**src/rtl/shift_count_register.sv**
```systemverilog
// rtl/shift_count_register.sv - shift/count register with load, inc/dec, shifts and rotates
// Optional flag outputs enabled by defining SHIFT_COUNT_REGISTER_FLAGS_EN.
module shift_count_register #(
    parameter int               WIDTH       = 8,
    parameter logic [WIDTH-1:0] RESET_VALUE = '0,
    parameter int               SATURATE    = 0
) (
    input  logic             clk,
    input  logic             reset,
    input  logic [WIDTH-1:0] data_in,
    input  logic [2:0]       op,
    input  logic             carry_in,
    output logic [WIDTH-1:0] data_out,
    output logic             carry_out,
    output logic             zero,
    output logic             negative
);

    typedef enum logic [2:0] {
        OP_HOLD = 3'b000,
        OP_LOAD = 3'b001,
        OP_INC  = 3'b010,
        OP_DEC  = 3'b011,
        OP_SHL  = 3'b100,
        OP_SHR  = 3'b101,
        OP_ROL  = 3'b110,
        OP_ROR  = 3'b111
    } op_e;

    localparam logic [WIDTH-1:0] ONE      = {{(WIDTH-1){1'b0}}, 1'b1};
    localparam logic [WIDTH-1:0] ALL_ONES = '1;

    logic [WIDTH-1:0] value_q, value_d;
    logic             carry_q, carry_d;
    logic             at_max, at_min;

    assign at_max = (value_q == ALL_ONES);
    assign at_min = (value_q == '0);

    always_comb begin
        value_d = value_q;
        carry_d = carry_q;
        case (op_e'(op))
            OP_HOLD: ;
            OP_LOAD: value_d = data_in;
            OP_INC: begin
                carry_d = at_max;
                // Saturating mode flags the clamp through carry_out but keeps the value.
                if (!(SATURATE != 0 && at_max)) begin
                    value_d = value_q + ONE;
                end
            end
            OP_DEC: begin
                carry_d = at_min;
                if (!(SATURATE != 0 && at_min)) begin
                    value_d = value_q - ONE;
                end
            end
            OP_SHL: begin
                value_d = {value_q[WIDTH-2:0], 1'b0};
                carry_d = value_q[WIDTH-1];
            end
            OP_SHR: begin
                value_d = {1'b0, value_q[WIDTH-1:1]};
                carry_d = value_q[0];
            end
            OP_ROL: begin
                value_d = {value_q[WIDTH-2:0], carry_in};
                carry_d = value_q[WIDTH-1];
            end
            OP_ROR: begin
                value_d = {carry_in, value_q[WIDTH-1:1]};
                carry_d = value_q[0];
            end
            default: ;
        endcase
    end

    always_ff @(posedge clk or posedge reset) begin
        if (reset) begin
            value_q <= RESET_VALUE;
            carry_q <= 1'b0;
        end else begin
            value_q <= value_d;
            carry_q <= carry_d;
        end
    end

    assign data_out  = value_q;
    assign carry_out = carry_q;

`ifdef SHIFT_COUNT_REGISTER_FLAGS_EN
    assign zero     = (value_q == '0);
    assign negative = value_q[WIDTH-1];
`else
    assign zero     = 1'b0;
    assign negative = 1'b0;
`endif

endmodule

```
**config.mk**
```make
export PLATFORM = sky130hd
export DESIGN_NAME = shift_count_register
export DESIGN_NICKNAME = d
export VERILOG_FILES = /design/src/rtl/shift_count_register.sv
export SDC_FILE = /design/constraint.sdc
export NUM_CORES = 1
export LEC_CHECK = 0
export CAP_MARGIN = 5
export CORE_MARGIN = 4
export CORE_UTILIZATION = 60
export CTS_CLUSTER_SIZE = 24
export DETAILED_ROUTE_END_ITERATION = 6
export DONT_BUFFER_PORTS = 1
export PLACE_DENSITY = 0.76
export SLEW_MARGIN = 20
export SYNTH_ARGS = -nofsm -noshare
export SYNTH_HDL_FRONTEND = slang
export SYNTH_SLANG_ARGS = --single-unit
```
**constraint.sdc**
```tcl
create_clock -name clk -period 2.2 [get_ports clk]
set_input_delay 0.55 -clock clk [delete_from_list [all_inputs] [get_ports clk]]
set_output_delay 0.55 -clock clk [all_outputs]
set_load 0.05 [all_outputs]
```
# == Word level (Yosys, flattened, before mapping) ==
# Index checks and enable logic that the tools add are counted.
# op_classes
add_sub_neg,2
eq_ne,8
n_mux,2
reduce_logical,5
# ops
op,n
$pmux 8 s7,1
$eq 3x3->1 const B,4
$add 8x1->8 const B,1
$eq 8x8->1 const B,1
$logic_not 8->1,1
$sub 8x1->8 const B,1
$reduce_bool 7->1,1
$eq 3x2->1 const B,2
$pmux 1 s4,1
$reduce_bool 4->1,1
$reduce_or 2->1,2
$eq 3x1->1 const B,1
# word_totals
register_bits,9
input_bits,14
word_cells,19

# == Logic depth before layout (Yosys ltp) ==
# Gate-level depths: netlist of run 1.
# depth
word_depth,3
depth_mapped,9
mapped_depth_nobuf,8

# == Least setup slack after synthesis of run 1 ==
# Ideal clock, no wire load.
# synth_path
path_type,reg-to-reg
from,"reg value_q[1], in the netlist data_out[1]"
to,"reg value_q[2], in the netlist data_out[2]"
arrival_ns,1.942
required_time_ns,2.063
slack_ns,0.121
stages_incl_launch_ff,9
period_less_slack_ns,2.079
cell_sequence,dfrtp_1 -> clkbuf_1 -> xnor2_1 -> ha_1 -> nor2_1 -> mux2i_1 -> xnor2_1 -> a211oi_1 -> a21oi_1
# synth_between
elab_chain_cells,2
# synth_rtl
item,line_no,rtl
start: declaration,33,"logic [WIDTH-1:0] value_q, value_d;"
start signal: assignment,84,value_q <= value_d;
$sub 8x1->8 or $add 8x1->8 (tied branches),"56, 50",
$pmux 8 s7 *,43,case (op_e'(op))
# Mark *: on every way between the ends. The rest lies on a longest branch, timed or not.
# A chain may end at the register's enable or synchronous reset.

# == Worst setup path after layout of run 1 ==
# layout_path
from,"reg value_q[3], in the netlist data_out[3]"
to,"reg value_q[7], in the netlist data_out[7]"
# The elaborated chain is that of the path after synthesis.

==> results of run 1 <==
## power by group through the flow
stage	sequential [W]	clock (W)	combinational [W]
2_1_floorplan	0.000354	0	0.000272
3_3_place_gp	0.000251	0	0.000443
3_5_place_dp	0.000252	0	0.000450
4_1_cts	0.000249	0.000135	0.000452
5_1_grt	0.000256	0.000146	0.000493
6_report	0.000250	0.000129	0.000452
## Yosys cell counts (3+ instances only)
master | count | area, um2
buf_4 | 3 | 22.52
dfrtp_1 | 9 | 225.2
nor2_1 | 16 | 60.06
nor3_1 | 5 | 25.02
inv_1 | 4 | 15.01
nor2b_1 | 4 | 25.02
xnor2_1 | 4 | 35.03
mux2i_1 | 7 | 70.07
a21oi_1 | 12 | 60.06
nand3_1 | 7 | 35.03
nand2b_1 | 3 | 18.77
clkbuf_1 | 6 | 22.52
o21ai_0 | 5 | 25.02
a211oi_1 | 5 | 37.54
nand2_1 | 7 | 26.28
nand4_1 | 3 | 18.77
buf_2 | 4 | 20.02
## layout make-up
| type | count | share of cell area |
|---|---|---|
| Timing Repair Buffer | 10 | 0.06961 |
| Multi-Input combinational cell | 109 | 0.6647 |
| Inverter | 4 | 0.01392 |
| Clock buffer | 4 | 0.02436 |
| Tap cell | 16 | 0.01856 |
| Sequential cell | 9 | 0.2088 |
## cell families after synthesis
family	synth area share
AO/OA/AOI/OAI	0.2555
XOR/XNOR	0.04237
adder cells (fa/ha/maj)	0.01210
buffers and inverters	0.09200
flip-flops	0.2179
multiplexers	0.08959
other	0.003628
AND/OR/NAND/NOR	0.2869
## sequential cells by signal, indices dropped and copies added, names as in the netlist
signal / cells
carry_out: 1
data_out: 8
## cell usage in the layout (no fill, tap or decap), drive strengths merged, types with 3 or more instances in the layout
cell type and instances:
nand4 3, a221oi 3, clkbuf 4, nor2b 4, buf 10, nand3 7, inv 4, mux2i 7
nor3 5, a21oi 12, a211oi 5, xnor2 4, o21ai 5, nor2 16, nand2b 3, nand2 7
dfrtp 9
## worst reg2reg max path: cells and delay by family (launching register included)
family             cells  cell delay (ns)
muxes                  1             0.26
AOI/OAI and AO/OA      2             0.32
DFF                    1             0.38
and+or+nand+nor        2             0.80
## routing by layer
layer | up-vias | track usage | wire length [um]
li1 | 498 | - | -
met1 | 482 | 0.3073 | 1055
met2 | 51 | 0.3929 | 1316
met3 | 0 | 0.06928 | 226
met4 | 0 | 0.08756 | 0
met5 | - | 0 | 0
## metrics by stage
stage                 util  cell area, um2  cells  hold WS (ns)  power [W]
floorplan                -            1037    137        0.3779  0.0006258
global placement    0.6750            1052    148        0.4199  0.0006940
detailed placement  0.6750            1052    148        0.4214  0.0007026
CTS                 0.6918            1079    152        0.1316  0.0008355
global route        0.6918            1079    152        0.1517  0.0008949
finish              0.6918            1079    152        0.1324  0.0008306
## final timing paths
kind	end	slack, ns	cells after the start
worst min register to register	data_out[6]	0.77	2
max in group asynchronous	carry_out	1.81	1
worst max register to register	data_out[7]	0.35	5
worst min-delay path	data_out[5]	0.13	1
worst max-delay path	data_out[7]	0.35	5
min in group clk	data_out[1]	0.37	1
==> flow_metrics.env, run 1 <==
export IMPL_status="finished clean"
export IMPL_crit_arrival_ns=2.02
export IMPL_rows=14
export IMPL_clk_path_buf_depth=2
export IMPL_cts_made_buffers=3
export IMPL_cp_top_family="simple AND/OR/NAND/NOR gates"
export IMPL_setup_tns_final_ns=0
export IMPL_cts_tree="yes"
export IMPL_area_growth_pct=4.358
export IMPL_sw_frac_of_total=0.4844
export IMPL_antenna_left=0
export IMPL_p_switching_w=0.0004023
export IMPL_diodes=0
export IMPL_critical_path_max_fanout=4
export IMPL_syn_avg_cell_area_um2=7.599
export IMPL_netlist_area_um2=1033
export IMPL_die_h_um=49.50
export IMPL_track_usage=0.2430
export IMPL_core_um2=1559
export IMPL_comb_power_share=0.544
export IMPL_firstDrtPassIters=4
export IMPL_maxCapViolCount=0
export IMPL_pwr_share_clk=0.155
export IMPL_peakVddDrop_v=0.0004894
export IMPL_slowest_delay_ns=0.57
export IMPL_finish_net_count=152
export IMPL_p_leak_nw=0.4458
export IMPL_intPower_w=0.0004283
export IMPL_cellPowerDensity_nw_per_um2=770.1
export IMPL_seqPwrFrac=0.300
export IMPL_crit_type="flip-flop to flip-flop"
export IMPL_port_buffers=0
export IMPL_dpl_hpwl_mm=1.920
export IMPL_cts_htree_levels=1
export IMPL_ios=25
export IMPL_place_ws_ns=0.2235
export IMPL_post_cts_buffers=0
export IMPL_die_w_um=49.50
export IMPL_drive_gt1_frac=0.1618
export IMPL_cts_sinks=9
export IMPL_fmax_mhz=539.7
export IMPL_cts_resized=0
export IMPL_slowest_stage="or4_4"
export IMPL_synth_seq_area_share=0.2179
export IMPL_finalSetupViolCount=0
export IMPL_clk_pin_slew_ns=0.06
export IMPL_slew_viol_final=0
export IMPL_synthFlopType="dfrtp_1"
export IMPL_tightest_slew_ns=0.5008
export IMPL_overflow=0
export IMPL_drt_wirelength_per_cell_um=17.09
export IMPL_start_util=0.6629
export IMPL_synth_edf_count=0
export IMPL_grt_pass1_vias=994
export IMPL_synth_seq_cells=9
export IMPL_drt_initial_drc_count=38
export IMPL_final_hold_violation_count=0
export IMPL_grt_max_degree=34
export IMPL_min_path_type="input port to async pin"
export IMPL_wl_mm=2.597
export IMPL_min_period_over_period=0.8422
export IMPL_reg2reg_from="data_out[3]"
export IMPL_grt_pass1_wl_mm=4.692
export IMPL_synth_cell_types=45
export IMPL_worst_slack_ns=0.3473
export IMPL_path_cells="or4_4, nor4_4, mux2i_1, a221oi_2, o31ai_2"
export IMPL_synthArstFlopShare=1.000
export IMPL_cts_root_buf="clkbuf_4"
export IMPL_period_minus_slack_ns=1.853
export IMPL_startpoint="data_out[3]"
export IMPL_cp_required_ns=2.37
export IMPL_ctsHoldBuffers=0
export IMPL_dieArea_um2=2450
export IMPL_antenna_found_initial=0
export IMPL_clkLatencyLatePin_ns=0.26
export IMPL_synth_cells=136
export IMPL_ff_latch_area_um2=225.2
export IMPL_multiInputGateArea_um2=716.9
export IMPL_rsz0062_at_grt="no"
export IMPL_viasPerCell=6.783
export IMPL_skew_ns=0.002411
export IMPL_startpoint_type="flip-flop"
export IMPL_drc=0
export IMPL_critPathBufInv=0
export IMPL_yosys_warnings=0
export IMPL_worstSetupEndpointType="flip-flop"
export IMPL_maxSlewHeadroom=0.6575
export IMPL_vias=1031
export IMPL_routabilityCongestion=0.8442
export IMPL_num_fill_cells=131
Power figures use the tool's default switching activity.
==> run 2: changes to the inputs <==
==> constraint.sdc (replaced) <==
create_clock -name clk -period 1.9 [get_ports clk]
set_input_delay 0.475 -clock clk [delete_from_list [all_inputs] [get_ports clk]]
set_output_delay 0.475 -clock clk [all_outputs]
set_load 0.05 [all_outputs]
==> flow_metrics.env, run 2 (synthesized netlist as in run 1, its figures left out) <==
export IMPL_rsz0062_at_grt="yes"
export IMPL_worst_slack_ns=0.04263
export IMPL_dpl_hpwl_mm=1.909
export IMPL_drt_wirelength_per_cell_um=17.80
export IMPL_slew_viol_final=0
export IMPL_worst_path_stages=5
export IMPL_cp_required_ns=2.08
export IMPL_final_common_cell="nor2_1"
export IMPL_viasPerCell=6.987
export IMPL_track_usage=0.2299
export IMPL_drive_gt1_frac=0.1985
export IMPL_antenna_found_initial=0
export IMPL_crit_type="flip-flop to flip-flop"
export IMPL_slowest_delay_ns=0.56
export IMPL_core_um2=1559
export IMPL_period_minus_slack_ns=1.857
export IMPL_maxSlewHeadroom=0.6052
export IMPL_ios=25
export IMPL_start_util=0.6629
export IMPL_area_growth_pct=5.206
export IMPL_grt_pass1_wl_mm=4.464
export IMPL_largest_reg_flops=8
export IMPL_port_buffers=0
export IMPL_slowest_stage="or4_4"
export IMPL_fmax_mhz=538.4
export IMPL_skew_ns=0.01098
export IMPL_cp_top_family="simple AND/OR/NAND/NOR gates"
export IMPL_grt_pass1_vias=962
export IMPL_drc=0
export IMPL_cts_root_buf="clkbuf_4"
export IMPL_fin_area_um2=1087
export IMPL_cts_tree="yes"
export IMPL_num_fill_cells=129
export IMPL_crit_arrival_ns=2.03
export IMPL_cellPowerDensity_nw_per_um2=898.7
export IMPL_rrSetupSlack_ns=0.04
export IMPL_status="finished clean"
export IMPL_tightest_slew_ns=0.5773
export IMPL_die_w_um=49.50
export IMPL_drt_initial_drc_count=58
export IMPL_reg2reg_depth=5
export IMPL_place_ws_ns=0.03178
export IMPL_setup_tns_final_ns=0
export IMPL_critPathBufInv=0
export IMPL_vias=1062
export IMPL_startpoint_type="flip-flop"
export IMPL_p_leak_nw=0.4422
export IMPL_ff_latch_area_um2=229.0
export IMPL_worstSetupEndpointType="flip-flop"
export IMPL_cts_made_buffers=3
export IMPL_clk_pin_slew_ns=0.07
export IMPL_instances_no_fill=152
export IMPL_finish_net_count=152
export IMPL_cts_sinks=9
export IMPL_diodes=0
export IMPL_dpl_cell_count=148
export IMPL_maxCapViolCount=0
export IMPL_clk_path_buf_depth=2
export IMPL_antenna_left=0
export IMPL_die_h_um=49.50
export IMPL_clkLatencyLatePin_ns=0.26
export IMPL_post_cts_buffers=0
export IMPL_placed_cell_area_um2=1061
export IMPL_finalSetupViolCount=0
export IMPL_peakVddDrop_v=0.0006766
export IMPL_min_path_type="input port to async pin"
export IMPL_rows=14
export IMPL_layout_common_cells="nor2_1, a21oi_1, buf_4"
export IMPL_cts_resized=0
export IMPL_grt_max_degree=34
export IMPL_critical_path_max_fanout=4
export IMPL_overflow=0
export IMPL_whs_ns=0.07298
export IMPL_cts_htree_levels=1
export IMPL_multiInputGateArea_um2=721.9
export IMPL_firstDrtPassIters=4
export IMPL_ctsHoldBuffers=0
export IMPL_routabilityCongestion=0.8963
export IMPL_final_hold_violation_count=0
export IMPL_dieArea_um2=2450
export IMPL_min_period_over_period=0.9776
export IMPL_wl_mm=2.705
export IMPL_path_cells="or4_4, nor4_4, mux2i_1, a221oi_2, o31ai_2"
==> run 2: cell counts in the layout (fill, tap and decap cells not counted) <==
No cell type changed its count.
==> run 2: power by group <==
group	total (W)	internal (W)	switching, W
logic	0.000523	0.000186	0.000337
registers	0.000300	0.000231	0.0000687
clock network	0.000154	0.0000810	0.0000734
total	0.000977	0.000498	0.000479
==> run 2: metrics by stage <==
step                       power, W    util
after global routing       0.001038  0.6974
after global placement    0.0008084  0.6806
after floorplan           0.0007341       -
after CTS                 0.0009724  0.6974
after detailed placement  0.0008192  0.6806
final                     0.0009771  0.6974
==> run 2: layout make-up <==
| type | instances | area share |
|---|---|---|
| inverter | 4 | 0.01381 |
| tap | 16 | 0.01841 |
| timing repair buffer | 10 | 0.06905 |
| clock buffer | 4 | 0.02417 |
| multi-input combinational | 109 | 0.6640 |
| sequential | 9 | 0.2106 |
==> run 2: worst paths after layout <==
check	endpoint	from
min in group clk	data_out[0]	op[2]
min	data_out[4]	reset
max	data_out[7]	data_out[3]
max in group asynchronous	data_out[1]	reset
min reg2reg	data_out[6]	data_out[6]
max reg2reg	data_out[7]	data_out[3]
==> run 2: layer usage <==
metal  global-route usage  wire length (um)  up-vias
li1                     -                 -      499
met1               0.3056              1131      482
met2               0.3638              1247       72
met3              0.03916               257        9
met4               0.1014                68        0
met5                    0                 0        -
==> run 2: worst reg2reg max path: stages, from the launching register on <==
cell      delay (ns)
dfrtp_2         0.40
or4_4           0.56
nor4_4          0.24
mux2i_1         0.28
a221oi_2        0.06
o31ai_2         0.25
==> run 3: changes to the inputs <==
--- a/config.mk
+++ b/config.mk
@@ -5,12 +5,14 @@
 export SDC_FILE = /design/constraint.sdc
 export NUM_CORES = 1
 export LEC_CHECK = 0
+export ABC_AREA = 1
 export CAP_MARGIN = 5
 export CORE_MARGIN = 4
 export CORE_UTILIZATION = 60
 export CTS_CLUSTER_SIZE = 24
 export DETAILED_ROUTE_END_ITERATION = 6
 export DONT_BUFFER_PORTS = 1
+export GPL_TIMING_DRIVEN = 1
 export PLACE_DENSITY = 0.76
 export SLEW_MARGIN = 20
 export SYNTH_ARGS = -nofsm -noshare
==> constraint.sdc (replaced) <==
create_clock -name clk -period 1.9 [get_ports clk]
set_input_delay 0.475 -clock clk [delete_from_list [all_inputs] [get_ports clk]]
set_output_delay 0.475 -clock clk [all_outputs]
set_load 0.01 [all_outputs]
==> flow_metrics.env, run 3 <==
export IMPL_status="finished clean"
export IMPL_track_usage=0.2455
export IMPL_yosys_warnings=0
export IMPL_p_switching_w=0.0003335
export IMPL_cts_sinks=9
export IMPL_cts_made_buffers=3
export IMPL_ff_latch_area_um2=226.5
export IMPL_rows=14
export IMPL_cts_tree="yes"
export IMPL_grt_pass1_wl_mm=4.084
export IMPL_p_leak_nw=0.5458
export IMPL_start_util=0.6404
export IMPL_comb_power_share=0.397
export IMPL_cellPowerDensity_nw_per_um2=726.8
export IMPL_ios=25
export IMPL_crit_arrival_ns=1.82
export IMPL_dieArea_um2=2313
export IMPL_port_buffers=0
export IMPL_drt_wirelength_per_cell_um=13.71
export IMPL_antenna_found_initial=0
export IMPL_diodes=0
export IMPL_seqPwrFrac=0.407
export IMPL_intPower_w=0.0004158
export IMPL_setup_tns_final_ns=0
export IMPL_overflow=0
export IMPL_grt_max_degree=13
export IMPL_routabilityCongestion=0.9041
export IMPL_synthFlopType="dfrtp_1"
export IMPL_synth_edf_count=0
export IMPL_finish_net_count=187
export IMPL_syn_avg_cell_area_um2=5.882
export IMPL_ctsHoldBuffers=0
export IMPL_worst_slack_ns=0.2110
export IMPL_synth_cell_types=31
export IMPL_synth_seq_cells=9
export IMPL_drc=0
export IMPL_die_h_um=48.10
export IMPL_critical_path_max_fanout=5
export IMPL_period_minus_slack_ns=1.689
export IMPL_core_um2=1506
export IMPL_startpoint_type="flip-flop"
export IMPL_clk_pin_slew_ns=0.06
export IMPL_yosys_cell_count_top_type="nand2_1"
export IMPL_yosysTopAreaCell="dfrtp_1"
export IMPL_antenna_left=0
export IMPL_final_common_cell="nand2_1"
export IMPL_wl_mm=2.563
export IMPL_synth_seq_area_share=0.2335
export IMPL_peakVddDrop_v=0.0005768
export IMPL_clk_path_buf_depth=2
export IMPL_largest_reg_flops=8
export IMPL_multiInputGateArea_um2=626.9
export IMPL_num_fill_cells=134
export IMPL_fin_util=0.6844
export IMPL_pwr_share_clk=0.196
export IMPL_die_w_um=48.10
export IMPL_vias=1122
export IMPL_synth_cells=164
export IMPL_clkLatencyLatePin_ns=0.26
export IMPL_drive_gt1_frac=0.1228
export IMPL_finalSetupViolCount=0
export IMPL_dpl_cell_count=183
export IMPL_min_path_type="input port to async pin"
export IMPL_sw_frac_of_total=0.4451
export IMPL_worstSetupEndpointType="flip-flop"
export IMPL_firstDrtPassIters=5
export IMPL_netlist_area_um2=964.7
export IMPL_layout_common_cells="nand2_1, inv_1, nor2_1, nand3_1"
export IMPL_slew_viol_final=0
export IMPL_dpl_hpwl_mm=2.029
export IMPL_fmax_mhz=592.1
export IMPL_cts_root_buf="clkbuf_4"
export IMPL_rsz0062_at_grt="no"
export IMPL_synth_top_cell_area_share=0.2335
export IMPL_skew_ns=0.004581
export IMPL_whs_ns=0.06100
export IMPL_place_ws_ns=0.1113
export IMPL_grt_pass1_vias=959
export IMPL_area_growth_pct=6.874
export IMPL_synthArstFlopShare=1.000
export IMPL_cp_required_ns=2.04
export IMPL_drt_initial_drc_count=51
export IMPL_min_period_over_period=0.8889
export IMPL_cts_htree_levels=1
export IMPL_yosys_top_cells_count="nand2_1, inv_1, nor2_1"
export IMPL_maxCapViolCount=0
export IMPL_viasPerCell=6.000
export IMPL_final_hold_violation_count=0
export IMPL_synth_area_leaders="dfrtp_1, nand2_1, inv_1, nor2_1, nand3_1"
export IMPL_instances_no_fill=187
export IMPL_crit_type="flip-flop to flip-flop"
[run 3: changes by cell type in the layout (fill, tap and decap cells not counted), moves of 4 or more]
cell,delta
nand2_1,+48
inv_1,+15
mux2i_1,-7
a211oi_1,-4
a21oi_1,-4
buf_4,-4
inv_2,+4
nand3_1,+4
nor2b_1,-4
xnor2_1,-4
[run 3: path summary, 6_finish.rpt]
check | start | end | slack [ns] | cells after the start
min in group clk | data_in[1] | data_out[1] | 0.39 | 2
worst max register to register | data_out[1] | data_out[4] | 0.21 | 14
worst min register to register | carry_out | carry_out | 0.65 | 2
max in group asynchronous | reset | data_out[1] | 1.56 | 1
worst max-delay path | data_out[1] | data_out[4] | 0.21 | 14
worst min-delay path | reset | data_out[3] | 0.06 | 1
[run 3: repair_timing]
item / in CTS / in global routing
buffers inserted: 0 / 0
gates resized for setup: 0 / 1
setup endpoints to repair: 0 / 2
[run 3: power by group through the flow]
stage / sequential, W / combinational [W] / clock, W
floorplan: 0.000283 / 0.000233 / 0
global placement: 0.000304 / 0.000287 / 0
detailed placement: 0.000306 / 0.000292 / 0
CTS: 0.000302 / 0.000294 / 0.000153
global route: 0.000309 / 0.000336 / 0.000167
finish: 0.000305 / 0.000298 / 0.000147
[run 3: layer usage]
layer | wire length (um) | vias to the layer above | GRT usage
met5 | 0 | - | 0
met4 | 37 | 0 | 0.06989
met3 | 218 | 8 | 0.03690
met2 | 1204 | 53 | 0.3879
met1 | 1102 | 507 | 0.3468
li1 | - | 554 | -
[run 3: worst max-delay path, cell delays in order, from the launching register on]
cell,delay [ns]
dfrtp_2,0.45
inv_1,0.08
nand2_1,0.07
nand2_1,0.07
inv_1,0.06
ha_1,0.13
inv_1,0.04
nand2_1,0.05
inv_1,0.05
nor2_2,0.12
nand2_1,0.08
a21oi_1,0.14
o21ai_1,0.11
nand2_1,0.06
o21ai_1,0.05
[run 3: layout make-up]
class / count / area share
multi-input combinational: 129 / 0.6080
timing repair buffer: 6 / 0.04369
sequential: 9 / 0.2197
clock buffer: 4 / 0.02549
inverter: 23 / 0.08374
tap: 16 / 0.01942
[run 3: through the flow]
stage | power (W) | area [um2]
global placement | 0.0005908 | 1003
global route | 0.0008125 | 1031
detailed placement | 0.0005975 | 1003
CTS | 0.0007486 | 1030
floorplan | 0.0005165 | 968.4
finish | 0.0007493 | 1031
[run 3: kinds of logic (layout without fill, tap and decap cells)]
group                      count (synthesis)  count (layout)  share of synthesized area
adders and majority gates                  1               1                    0.01297
AOI/OAI and AO/OA                         31              31                     0.2011
DFF                                        9               9                     0.2335
and+or+nand+nor                           95              95                     0.4280
buffers and inverters                     27              33                     0.1206
other                                      1               2                   0.003887
